File: src/rtl/vga_layer_compositor.sv
// Two-stage VGA sprite compositor.
// Stage 1 registers the raw pixel inputs; stage 2 registers the resolved
// colour and the delayed syncs. Each layer carries a 2-bit rank (0 is
// frontmost). Ranks are written into a shadow copy at any time and become
// active only at a frame start, so a frame is always drawn with one ranking.
// Pixels where two or more visible layers are opaque are collected per frame
// and reported at the following frame start.
//
// Handshake: there is no valid/ready pair. pix_en is a qualifier: a clock edge
// with pix_en high moves one pixel through both stages; with pix_en low every
// pixel register holds. prio_wr is sampled on every clock edge, regardless of
// pix_en.
module vga_layer_compositor #(
    parameter int          NUM_LAYERS      = 2,
    parameter logic [11:0] TRANSPARENT_KEY = 12'hF0F,
    parameter logic [9:0]  GROUND_Y        = 10'd360,
    parameter logic [11:0] GROUND_RGB      = 12'h0F0,
    parameter logic [11:0] BG_RGB          = 12'h000,
    parameter logic        SYNC_IDLE       = 1'b1
) (
    input  logic                      clk,
    input  logic                      reset_n,
    input  logic                      pix_en,
    input  logic [9:0]                hcount,
    input  logic [9:0]                vcount,
    input  logic                      visible,
    input  logic                      hsync_in,
    input  logic                      vsync_in,
    input  logic [NUM_LAYERS-1:0]     layer_on,
    input  logic [NUM_LAYERS*12-1:0]  layer_rgb,
    input  logic                      prio_wr,
    input  logic [NUM_LAYERS*2-1:0]   prio_in,
    output logic                      hsync_out,
    output logic                      vsync_out,
    output logic [3:0]                vga_r,
    output logic [3:0]                vga_g,
    output logic [3:0]                vga_b,
    output logic [NUM_LAYERS-1:0]     collide_mask,
    output logic                      collide_pulse,
    output logic [7:0]                collide_count
);

    // Reset ranking: layer i gets rank i (mod 4), i.e. index order.
    function automatic logic [NUM_LAYERS*2-1:0] index_ranks();
        logic [NUM_LAYERS*2-1:0] r;
        r = '0;
        for (int i = 0; i < NUM_LAYERS; i++) begin
            r[2*i +: 2] = 2'(i % 4);
        end
        return r;
    endfunction

    localparam logic [NUM_LAYERS*2-1:0] RESET_RANKS = index_ranks();

    // Stage 1: raw pixel inputs
    logic                     s1_visible_q;
    logic                     s1_hsync_q;
    logic                     s1_vsync_q;
    logic [9:0]               s1_hcount_q;
    logic [9:0]               s1_vcount_q;
    logic [NUM_LAYERS-1:0]    s1_on_q;
    logic [NUM_LAYERS*12-1:0] s1_rgb_q;

    // Stage 2: resolved colour and delayed syncs
    logic [11:0]              colour_q;
    logic [11:0]              colour_d;
    logic                     hsync_q;
    logic                     vsync_q;

    // Rank storage
    logic [NUM_LAYERS*2-1:0]  shadow_rank_q;
    logic [NUM_LAYERS*2-1:0]  active_rank_q;
    logic [NUM_LAYERS*2-1:0]  eff_rank;

    // Collision tracking
    logic [NUM_LAYERS-1:0]    acc_q;
    logic [NUM_LAYERS-1:0]    acc_d;
    logic [NUM_LAYERS-1:0]    mask_q;
    logic [NUM_LAYERS-1:0]    mask_d;
    logic                     pulse_q;
    logic                     pulse_d;
    logic [7:0]               count_q;
    logic [7:0]               count_d;

    // Per-pixel decode of stage 1
    logic [NUM_LAYERS-1:0]    s1_opaque;
    logic [2:0]               n_opaque;
    logic [NUM_LAYERS-1:0]    collide_hits;
    logic                     frame_start;
    logic                     win_found;
    logic [1:0]               win_rank;
    logic [11:0]              win_rgb;

    // The pixel sitting in stage 1 is (0,0) and is being consumed this edge.
    assign frame_start = pix_en && (s1_hcount_q == 10'd0) && (s1_vcount_q == 10'd0);

    // The frame-start pixel itself is drawn with the ranking that becomes
    // active on this edge, so a whole frame uses one ranking.
    assign eff_rank = frame_start ? shadow_rank_q : active_rank_q;

    // Opaque decode and opaque-layer count for the stage-1 pixel
    always_comb begin
        s1_opaque = '0;
        n_opaque  = '0;
        for (int i = 0; i < NUM_LAYERS; i++) begin
            s1_opaque[i] = s1_on_q[i] && (s1_rgb_q[12*i +: 12] != TRANSPARENT_KEY);
            n_opaque     = n_opaque + 3'(s1_opaque[i]);
        end
    end

    // Collision bits of the stage-1 pixel; a single layer can never collide
    always_comb begin
        collide_hits = '0;
        if (NUM_LAYERS >= 2 && s1_visible_q && (n_opaque >= 3'd2)) begin
            collide_hits = s1_opaque;
        end
    end

    // Winner search: strictly lower rank replaces, so ties keep the lower index
    always_comb begin
        win_found = 1'b0;
        win_rank  = 2'd0;
        win_rgb   = 12'h000;
        for (int i = 0; i < NUM_LAYERS; i++) begin
            if (s1_opaque[i] && (!win_found || (eff_rank[2*i +: 2] < win_rank))) begin
                win_found = 1'b1;
                win_rank  = eff_rank[2*i +: 2];
                win_rgb   = s1_rgb_q[12*i +: 12];
            end
        end
    end

    // Final colour: blanking beats layers, layers beat ground/background
    always_comb begin
        colour_d = 12'h000;
        if (!s1_visible_q) begin
            colour_d = 12'h000;
        end else if (win_found) begin
            colour_d = win_rgb;
        end else if (s1_vcount_q == GROUND_Y) begin
            colour_d = GROUND_RGB;
        end else begin
            colour_d = BG_RGB;
        end
    end

    // Collision accumulator, frame report, one-clock pulse and saturating count
    always_comb begin
        acc_d   = acc_q;
        mask_d  = mask_q;
        pulse_d = 1'b0;
        count_d = count_q;
        if (frame_start) begin
            mask_d  = acc_q;
            pulse_d = |acc_q;
            if ((|acc_q) && (count_q != 8'hFF)) begin
                count_d = count_q + 8'd1;
            end
            acc_d = collide_hits;
        end else if (pix_en) begin
            acc_d = acc_q | collide_hits;
        end
    end

    // Stage 1 register: capture the incoming pixel on each strobe
    always_ff @(posedge clk or negedge reset_n) begin
        if (!reset_n) begin
            s1_visible_q <= 1'b0;
            s1_hsync_q   <= SYNC_IDLE;
            s1_vsync_q   <= SYNC_IDLE;
            s1_hcount_q  <= '0;
            s1_vcount_q  <= '0;
            s1_on_q      <= '0;
            s1_rgb_q     <= '0;
        end else if (pix_en) begin
            s1_visible_q <= visible;
            s1_hsync_q   <= hsync_in;
            s1_vsync_q   <= vsync_in;
            s1_hcount_q  <= hcount;
            s1_vcount_q  <= vcount;
            s1_on_q      <= layer_on;
            s1_rgb_q     <= layer_rgb;
        end
    end

    // Stage 2 register: resolved colour and syncs, aligned to each other
    always_ff @(posedge clk or negedge reset_n) begin
        if (!reset_n) begin
            colour_q <= 12'h000;
            hsync_q  <= SYNC_IDLE;
            vsync_q  <= SYNC_IDLE;
        end else if (pix_en) begin
            colour_q <= colour_d;
            hsync_q  <= s1_hsync_q;
            vsync_q  <= s1_vsync_q;
        end
    end

    // Rank registers: shadow on every write, active only at frame start
    always_ff @(posedge clk or negedge reset_n) begin
        if (!reset_n) begin
            shadow_rank_q <= RESET_RANKS;
            active_rank_q <= RESET_RANKS;
        end else begin
            if (prio_wr) begin
                shadow_rank_q <= prio_in;
            end
            if (frame_start) begin
                active_rank_q <= shadow_rank_q;
            end
        end
    end

    // Collision state registers
    always_ff @(posedge clk or negedge reset_n) begin
        if (!reset_n) begin
            acc_q   <= '0;
            mask_q  <= '0;
            pulse_q <= 1'b0;
            count_q <= 8'd0;
        end else begin
            acc_q   <= acc_d;
            mask_q  <= mask_d;
            pulse_q <= pulse_d;
            count_q <= count_d;
        end
    end

    assign vga_r         = colour_q[11:8];
    assign vga_g         = colour_q[7:4];
    assign vga_b         = colour_q[3:0];
    assign hsync_out     = hsync_q;
    assign vsync_out     = vsync_q;
    assign collide_mask  = mask_q;
    assign collide_pulse = pulse_q;
    assign collide_count = count_q;

endmodule
File: config.mk
export PLATFORM = sky130hd
export DESIGN_NAME = vga_layer_compositor
export DESIGN_NICKNAME = d
export VERILOG_FILES = /design/src/rtl/vga_layer_compositor.sv
export SDC_FILE = /design/constraint.sdc
export NUM_CORES = 1
export LEC_CHECK = 0
export CORE_MARGIN = 5
export CORE_UTILIZATION = 45
export CTS_CLUSTER_DIAMETER = 200
export DETAILED_ROUTE_END_ITERATION = 16
export PLACE_DENSITY = 0.71
export SLEW_MARGIN = 10
export SYNTH_ARGS = -nofsm -noshare
export SYNTH_HDL_FRONTEND = slang
export SYNTH_SLANG_ARGS = --single-unit
File: constraint.sdc
create_clock -name clk -period 5.55 [get_ports clk]
set_input_delay 0.8325 -clock clk [delete_from_list [all_inputs] [get_ports clk]]
set_output_delay 0.8325 -clock clk [all_outputs]
set_load 0.03 [all_outputs]
==> impl_metrics.tcl, run 1 <==
set metrics [dict create \
    nets 446 \
    fp.dieArea_um2 10500 \
    hold_path.startpoint "collide_count[6]" \
    status "completed" \
    place_area_um2 4740 \
    cts-root-buf "clkbuf_8" \
    ys.flop_type "dfrtp_1" \
    fp.dieW_um 102 \
    antenna_found_initial 0 \
    ctsResizeCount 0 \
    num_vias 2780 \
    initial_core_util_pct 46.5 \
    clock_latency_ns 0.34 \
    combinationalPowerShare_pct 15.2 \
    cts-htree-levels 3 \
    crit_type "flip-flop to flip-flop" \
    finalClockSkew_ns 0.00758 \
    synth.distinct_cells 41 \
    ctsHoldBuffers 0 \
    worstHoldEndpoint "collide_count[6]" \
    yosys.area_share.xor_xnor_pct 1.60 \
    seq_power_share_pct 47.5 \
    timing.rr.end "colour_q[0]" \
    cts_buffers 9 \
    worstPathMaxFanout 8 \
    fin_ws_ns 1.95 \
    layout-drive-gt1-share_pct 23.2 \
    boundaryPins 82 \
    synth.avg_cell_area_um2 12.6 \
    crit_path_start_kind "flip-flop" \
    ff2ff_path_depth 8 \
    synth_compound_area_share_pct 9.54 \
    synth_edf_count 0 \
    port_buffers 81 \
    hold_depth 1 \
    path_clk_slew_ns 0.09 \
    dpl.hpwl_um 6180 \
    hold_violations 0 \
    hold_class "flip-flop to flip-flop" \
    ys.warnings.count 0 \
    finalSetupViolCount 0 \
    first_global_vias 2832 \
    cap_violations 0 \
    die-height_um 102 \
    syn-instance-count 305 \
    gp_congestion 0.787 \
    synth.area.mux_share_pct 16.4 \
    final_cell_area_um2 5010 \
    p_leak_nw 2.08 \
    reg2reg_from "s1_hcount_q[1]" \
    synth-simple-area-share_pct 14.0 \
    final_antenna_net_count 0 \
    synth_fa_ha_area_share_pct 0.651 \
    drc 0 \
    drt_pass1_iterations 5 \
    ys_ff_latch 84 \
    tightest_slew_ns 1.05 \
    grt_pass1_wl_um 14200 \
    grt_usage_pct 17.4 \
    syn-cell-area_um2 3840 \
    max_freq_mhz 278 \
    r2r_slack_ns 1.95 \
    async_flop_share_pct 100 \
    power.density_nw_per_um2 301 \
    antenna_cells 0 \
    dp_slack_ns 1.70 \
    vias_per_cell 5.59 \
    slew_headroom_pct 30.2 \
    critPathRequiredTime_ns 5.77 \
    cts_setup_buffers 0 \
    cts_sinks 84 \
    synth_top_family_by_area "multiplexers" \
    final_max_slew_viol_count 0 \
    grt_max_degree 85 \
    p_clk_share_pct 37.3 \
    switching_power_mw 0.371 \
    period_minus_slack_ns 3.60 \
    rsz0062_at_grt "false" \
    ys_seq_area_share_pct 54.9 \
    fin_tns_setup_ns 0 \
    p_sw_share_pct 24.6 \
    irDropWorstVdd_mv 0.150 \
    tritoncts "done" \
    route.met3.wl_um 755 \
    grt.overflow.total 0 \
    p_int_mw 1.14 \
    post_drt_wl_per_cell_um 17.5 \
    core_um2 8260 \
    syn_nets 364 \
    drtIter0Drc 147 \
    rows 33 \
    met1_length_um 3680 \
    wl_um 8680 \
    arrival_ns 3.82 \
    areaGrowthSynthToFinish_pct 30.3 \
    top_layer "met4" \
    end_kind "flip-flop" \
    dr_wl_met2_um 4140 \
    finalCritPeriodShare_pct 64.8 \
    clock_tree.buffer_depth 2 \
]
-- logic make-up after synthesis --
logic type | Yosys count
xor gates and xnor gates | 7
buffers and inverters | 27
DFF | 84
AOI/OAI and AO/OA | 47
muxes | 56
adders and majority gates | 2
and+or+nand+nor | 82
-- routing by layer --
| layer | up-vias | track usage (%) |
|---|---|---|
| li1 | 1303 | - |
| met1 | 1367 | 22.7 |
| met2 | 103 | 27.8 |
| met3 | 7 | 5.26 |
| met4 | 0 | 5.95 |
| met5 | - | 0 |
-- cell usage after synthesis, types with 2 or more instances --
library cell | instances | share of area, %
o31a_1 | 2 | 0.46
nor3_1 | 2 | 0.26
nand2b_1 | 2 | 0.33
o21ai_0 | 9 | 1.2
a21o_1 | 2 | 0.39
nor2_1 | 4 | 0.39
nand4bb_1 | 2 | 0.59
dfrtp_1 | 78 | 51
buf_1 | 3 | 0.29
a311oi_1 | 5 | 1.1
nand3_1 | 24 | 3.1
a21oi_1 | 9 | 1.2
ha_1 | 2 | 0.65
dfstp_2 | 6 | 4.1
xnor2_1 | 7 | 1.6
mux2_2 | 55 | 16
nor4b_1 | 8 | 1.8
nand4b_1 | 4 | 0.91
inv_1 | 13 | 1.3
nand2_1 | 12 | 1.2
clkbuf_1 | 9 | 0.88
a2111o_1 | 9 | 2.6
o32ai_1 | 4 | 0.91
nor4_2 | 2 | 0.65
a221oi_1 | 4 | 0.91
nor2b_1 | 7 | 1.1
and3_1 | 7 | 1.1
-- power by group through the flow --
stage                     clock network [mW]  registers, mW  logic, mW
after global routing                   0.597          0.724      0.248
after floorplan                            0          0.743      0.101
after detailed placement                   0          0.729      0.231
final                                  0.562          0.717      0.229
after global placement                     0          0.727      0.228
after CTS                              0.576          0.717      0.232
-- per-stage QoR --
| step | utilization (%) | std cells | hold slack, ns | total power [mW] |
|---|---|---|---|---|
| after global placement | 57.5 | 481 | 0.480 | 0.955 |
| after floorplan | - | 305 | 0.467 | 0.844 |
| after CTS | 60.7 | 497 | 0.495 | 1.53 |
| after global routing | 60.7 | 497 | 0.506 | 1.57 |
| after detailed placement | 57.5 | 481 | 0.479 | 0.960 |
| final | 60.7 | 497 | 0.495 | 1.51 |
-- worst max-delay path, cell delays in order (launching register included) --
cell and delay, ns:
dfrtp_1 0.39, nor4_2 0.49, nand2_2 0.17, nor2_1 0.46, mux2_2 0.41, ha_1 0.35
a2111o_1 0.45, and3_1 0.29, a2111o_1 0.46
-- flip-flops by register name, summed over array words and instances (netlist names) --
name           flops
s1_on_q            2
shadow_rank_q      4
active_rank_q      4
s1_visible_q       1
s1_vsync_q         1
collide_count      8
hsync_out          1
s1_vcount_q       10
s1_hcount_q       10
s1_rgb_q          24
s1_hsync_q         1
collide_mask       2
collide_pulse      1
colour_q          12
acc_q              2
vsync_out          1
-- area by class of cell --
| type | count | area (um^2) |
|---|---|---|
| clock buffers | 10 | 128 |
| clock inverters | 6 | 136 |
| fillers | 689 | 3250 |
| inverters | 13 | 48.8 |
| multi-input cells | 194 | 1620 |
| flip-flops and latches | 84 | 2110 |
| well taps | 105 | 131 |
| repair buffers | 85 | 833 |
-- worst max-delay path by stage --
stage | start | endpoint | slack [ns] | depth (start not counted)
6_report | s1_hcount_q[1] | colour_q[0] | 1.95 | 8
5_1_grt | s1_vcount_q[1] | colour_q[8] | 1.73 | 9
3_3_place_gp | pix_en | colour_q[11] | 1.79 | 10
2_1_floorplan | pix_en | colour_q[0] | 1.95 | 10
4_1_cts | s1_vcount_q[1] | colour_q[0] | 1.94 | 8
3_5_place_dp | pix_en | colour_q[0] | 1.70 | 10
-- cell usage in the layout (no fill, tap or decap), types with 2 or more instances in the layout --
| master | n |
|---|---|
| o32ai_1 | 4 |
| ha_1 | 2 |
| o31a_1 | 2 |
| dfstp_2 | 6 |
| clkbuf_8 | 9 |
| o21ai_0 | 9 |
| nand3_1 | 24 |
| clkdlybuf4s50_1 | 79 |
| and3_1 | 7 |
| nand2_1 | 12 |
| a21oi_1 | 9 |
| a311oi_1 | 5 |
| a2111o_1 | 9 |
| nor2_1 | 4 |
| nor2b_1 | 7 |
| nor4_2 | 2 |
| nor3_1 | 2 |
| xnor2_1 | 7 |
| a221oi_1 | 4 |
| bufinv_16 | 4 |
| inv_1 | 13 |
| buf_4 | 5 |
| nand2b_1 | 2 |
| nand4b_1 | 4 |
| nor4b_1 | 8 |
| nand4bb_1 | 2 |
| mux2_2 | 55 |
| dfrtp_1 | 78 |
| a21o_1 | 2 |
Power figures use the tool's default switching activity.
==> run 2, diff against run 1 <==
Settings changed: PLACE_DENSITY 0.71 to 0.74.
Clock period 5.55 ns to 3 ns, I/O delays scaled along.
==> impl_metrics.tcl, run 2 (synthesis gave the netlist of run 1 again) <==
set metrics [dict create \
    crit_type "flip-flop to flip-flop" \
    clock_tree.buffer_depth 2 \
    path_clk_slew_ns 0.09 \
    hold_class "input pin to asynchronous set/reset pin" \
    nets 454 \
    fin_util_pct 61.7 \
    final_antenna_net_count 0 \
    antenna_found_initial 0 \
    cts-htree-levels 3 \
    gp_congestion 0.820 \
    layout-drive-gt1-share_pct 26.0 \
    critPathTopFamily "compound AO/OA/AOI/OAI gates" \
    largest_reg_flops 24 \
    areaGrowthSynthToFinish_pct 32.5 \
    grt_max_degree 85 \
    crit_path_start_kind "flip-flop" \
    mostFrequentLayoutCells "clkdlybuf4s50_1, dfrtp_1, mux2_2, nand3_1" \
    tightest_slew_ns 1.03 \
    grt.overflow.total 0 \
    met1_length_um 3700 \
    max_freq_mhz 340 \
    finalSetupViolCount 0 \
    slew_headroom_pct 31.1 \
    hold_violations 0 \
    initial_core_util_pct 46.5 \
    port_buffers 81 \
    finalClockSkew_ns 0.0116 \
    top_layer "met4" \
    cap_violations 0 \
    cts_buffers 9 \
    dr_wl_met2_um 4160 \
    status "completed" \
    critPathRequiredTime_ns 3.19 \
    slowest_stage "dfrtp_1" \
    tritoncts "done" \
    drtIter0Drc 153 \
    fin_cells 505 \
    cts_setup_buffers 0 \
    rows 33 \
    dp_slack_ns 0.000620 \
    final_max_slew_viol_count 0 \
    fp.dieW_um 102 \
    cts-root-buf "clkbuf_8" \
    cp_slowest_stage_delay_ns 0.44 \
    worstPathMaxFanout 5 \
    top_register "s1_rgb_q" \
    drt_pass1_iterations 4 \
    vias_per_cell 5.57 \
    route.met3.wl_um 724 \
    boundaryPins 82 \
    crit_buf_inv 1 \
    finalCritPeriodShare_pct 98.1 \
    end_kind "flip-flop" \
    fp.dieArea_um2 10500 \
    arrival_ns 3.13 \
    drc 0 \
    cp_cell_sequence "nor4_4 -> nand4_4 -> nor2_4 -> mux2_4 -> nand2_1 -> ha_4 -> a2111o_1 -> buf_4 -> a311oi_1 -> o32ai_1" \
    cts_sinks 84 \
    dpl.hpwl_um 6110 \
    first_global_vias 2937 \
    p_leak_nw 2.11 \
    irDropWorstVdd_mv 0.306 \
    fin_ws_ns 0.0572 \
    period_minus_slack_ns 2.94 \
    power.density_nw_per_um2 521 \
    wl_um 8660 \
    antenna_cells 0 \
    ctsHoldBuffers 0 \
    top_regs "s1_rgb_q: 24 flops, colour_q: 12 flops" \
    grt_pass1_wl_um 14500 \
    grt_usage_pct 17.5 \
    rsz0062_at_grt "true" \
    placed_cells 489 \
    clock_latency_ns 0.36 \
    num_vias 2811 \
    core_um2 8260 \
    layout_commonest_cell "clkdlybuf4s50_1" \
    die-height_um 102 \
    post_drt_wl_per_cell_um 17.1 \
]
==> run 2: cell count changes in the layout (fill, tap and decap cells not counted), moves of 2 or more <==
cell       delta
nor4_4        +2
mux2_4        +2
mux2_2        -2
nor4_2        -2
clkinv_4      +2
buf_4         +8
bufinv_16     -2
==> run 2: final timing paths <==
kind	start	depth (start not counted)	slack, ns	endpoint
worst min register to register	collide_count[6]	1	0.50	collide_count[6]
worst min-delay path	reset_n	1	0.26	s1_rgb_q[13]
worst max register to register	s1_vcount_q[8]	10	0.06	colour_q[4]
max in group asynchronous	reset_n	1	2.06	colour_q[10]
min in group clk	collide_count[6]	1	0.50	collide_count[6]
worst max-delay path	s1_vcount_q[8]	10	0.06	colour_q[4]
==> run 2: per-layer routing <==
| layer | GRT usage [%] | vias to the layer above |
|---|---|---|
| met4 | 5.75 | 0 |
| li1 | - | 1324 |
| met5 | 0 | - |
| met1 | 23.0 | 1385 |
| met2 | 26.9 | 94 |
| met3 | 6.42 | 8 |
==> run 2: worst register-to-register path, delay by kind of cell, from the launching register on <==
family                     cells  cell delay [ns]
buffers and inverters          1             0.16
AOI/OAI and AO/OA              3             0.88
DFF                            1             0.44
adders and majority gates      1             0.22
and+or+nand+nor                4             0.75
muxes                          1             0.32
==> run 2: report_power, final <==
group          internal [mW]  total (mW)  switching, mW
logic                  0.231       0.436          0.205
clock network          0.474       0.892          0.417
registers               1.24        1.33         0.0864
==> run 2: what timing repair did <==
action	in CTS	in global routing
gates cloned	0	0
pin swaps	0	2
setup endpoints to repair	6	11
resized for setup	1	3
==> run 2: area by class of cell <==
type | instances | area, um^2
multi-input combinational | 194 | 1690
clock buffer | 9 | 124
sequential | 84 | 2110
fill | 676 | 3160
timing repair buffer | 93 | 893
inverter | 13 | 48.8
clock inverter | 7 | 100
tap | 105 | 131
==> run 2: metrics by stage <==
stage                     area, um^2  power [mW]  hold WS [ns]  TNS (ns)
after floorplan                 3890        1.57         0.154         0
after global placement          4850        1.77         0.482         0
after detailed placement        4850        1.78         0.482         0
after CTS                       5070        2.67         0.316         0
after global routing            5090        2.77         0.361   -0.0489
final                           5090        2.65         0.260         0
==> run 3, diff against run 2 <==
Settings changed: MAX_ROUTING_LAYER from default to met4.
==> impl_metrics.tcl, run 3 (synthesis gave the netlist of run 1 again) <==
set metrics [dict create \
    drt_pass1_iterations 4 \
    antenna_found_initial 0 \
    hold_violations 0 \
    rows 33 \
    top_register "s1_rgb_q" \
    timing.rr.end "colour_q[4]" \
    cp_slowest_stage_delay_ns 0.43 \
    mostFrequentLayoutCells "clkdlybuf4s50_1, dfrtp_1, mux2_2, nand3_1" \
    core_um2 8260 \
    crit_buf_inv 1 \
    drtIter0Drc 161 \
    fp.dieArea_um2 10500 \
    p_sw_share_pct 26.7 \
    areaGrowthSynthToFinish_pct 32.5 \
    hold_class "input pin to asynchronous set/reset pin" \
    slowest_stage "dfrtp_1" \
    p_int_mw 1.94 \
    post_drt_wl_per_cell_um 17.2 \
    switching_power_mw 0.709 \
    critPathTopFamily "compound AO/OA/AOI/OAI gates" \
    final_max_slew_viol_count 0 \
    die-height_um 102 \
    power.density_nw_per_um2 521 \
    slew_headroom_pct 30.8 \
    seq_power_share_pct 49.9 \
    cp_cell_sequence "nor4_4 -> nand4_4 -> nor2_4 -> mux2_4 -> nand2_1 -> ha_4 -> a2111o_1 -> buf_4 -> a311oi_1 -> o32ai_1" \
    path_clk_slew_ns 0.09 \
    tritoncts "done" \
    fillCellCount 676 \
    fp.dieW_um 102 \
    end_kind "flip-flop" \
    finalSetupViolCount 0 \
    max_freq_mhz 341 \
    port_buffers 81 \
    wl_um 8660 \
    period_minus_slack_ns 2.93 \
    p_leak_nw 2.11 \
    clock_tree.buffer_depth 2 \
    status "completed" \
    grt.overflow.total 0 \
    grt_usage_pct 18.0 \
    antenna_cells 0 \
    ctsHoldBuffers 0 \
    p_total_mw 2.65 \
    gp_congestion 0.832 \
    cts-htree-levels 3 \
    placed_cells 489 \
    dpl.hpwl_um 6110 \
    grt_max_degree 85 \
    cts_sinks 84 \
    combinationalPowerShare_pct 16.4 \
    final_antenna_net_count 0 \
    nets 454 \
    fin_ws_ns 0.0651 \
    critPathRequiredTime_ns 3.19 \
    dp_slack_ns 0.000620 \
    first_global_vias 2953 \
    ff2ff_path_depth 10 \
    grt_pass1_wl_um 14400 \
    r2r_slack_ns 0.07 \
    cts-root-buf "clkbuf_8" \
    cts_buffers 9 \
    drc 0 \
    vias_per_cell 5.55 \
    initial_core_util_pct 46.5 \
    hold_slack_ns 0.267 \
    reg2reg_from "s1_vcount_q[8]" \
    num_vias 2803 \
    layout_commonest_cell "clkdlybuf4s50_1" \
    tightest_slew_ns 1.04 \
    crit_path_start_kind "flip-flop" \
    finalCritPeriodShare_pct 97.8 \
    top_regs "s1_rgb_q: 24 flops, colour_q: 12 flops" \
    cts_setup_buffers 0 \
    crit_type "flip-flop to flip-flop" \
    irDropWorstVdd_mv 0.305 \
    clock_latency_ns 0.35 \
    fin_tns_setup_ns 0 \
    cap_violations 0 \
    p_clk_share_pct 33.6 \
    worstPathMaxFanout 5 \
    arrival_ns 3.12 \
    finalClockSkew_ns 0.00874 \
    rsz0062_at_grt "true" \
    layout-drive-gt1-share_pct 26.0 \
    boundaryPins 82 \
    largest_reg_flops 24 \
    fin_cells 505 \
]
## run 3: cell counts in the layout (fill, tap and decap cells not counted)
No cell type changed its count.
## run 3: metal layers
layer  up-vias  wire length (um)  GRT usage (%)
li1       1321                 -              -
met1      1380              3780           23.6
met2        89              4140           26.9
met3        13               608           5.32
met4         0               125           5.75
met5         -                 0              -
## run 3: power groups by stage
stage                     registers (mW)  clock network, mW  logic [mW]
after global placement              1.34                  0       0.428
after detailed placement            1.35                  0       0.435
final                               1.33              0.892       0.436
after CTS                           1.32              0.910       0.439
after global routing                1.34              0.958       0.473
after floorplan                     1.38                  0       0.189
## run 3: repair_timing
item	in CTS	in global routing
resized for setup	1	3
pin swaps	0	2
gates cloned	0	0
endpoints found under the setup margin	6	11
## run 3: stage by stage
| step | instance area [um^2] | util [%] |
|---|---|---|
| after floorplan | 3890 | - |
| after global placement | 4850 | 58.7 |
| after detailed placement | 4850 | 58.7 |
| after CTS | 5070 | 61.5 |
| after global routing | 5090 | 61.7 |
| final | 5090 | 61.7 |
## run 3: cell type report
type	instances	area [um^2]	area share (%)
Clock inverter	7	100	1.97
Timing Repair Buffer	93	893	17.5
Multi-Input combinational cell	194	1690	33.1
Clock buffer	9	124	2.43
Inverter	13	48.8	0.958
Tap cell	105	131	2.58
Sequential cell	84	2110	41.4
## run 3: worst reg2reg max path, cell delays in order, from the launching register on
cell and delay, ns:
dfrtp_1 0.43, nor4_4 0.33, nand4_4 0.15, nor2_4 0.17
mux2_4 0.32, nand2_1 0.10, ha_4 0.22, a2111o_1 0.43
buf_4 0.16, a311oi_1 0.32, o32ai_1 0.13
## run 3: how the worst max path moves through the flow
stage | depth (start not counted) | end | start | slack [ns]
floorplan | 10 | colour_q[0] | s1_vcount_q[4] | 0.00002
global placement | 9 | colour_q[1] | s1_vcount_q[4] | 0.07
detailed placement | 9 | colour_q[3] | s1_vcount_q[4] | 0.0006
CTS | 9 | colour_q[3] | s1_vcount_q[4] | 0.01
global route | 10 | colour_q[4] | s1_vcount_q[8] | -0.03
finish | 10 | colour_q[4] | s1_vcount_q[8] | 0.07
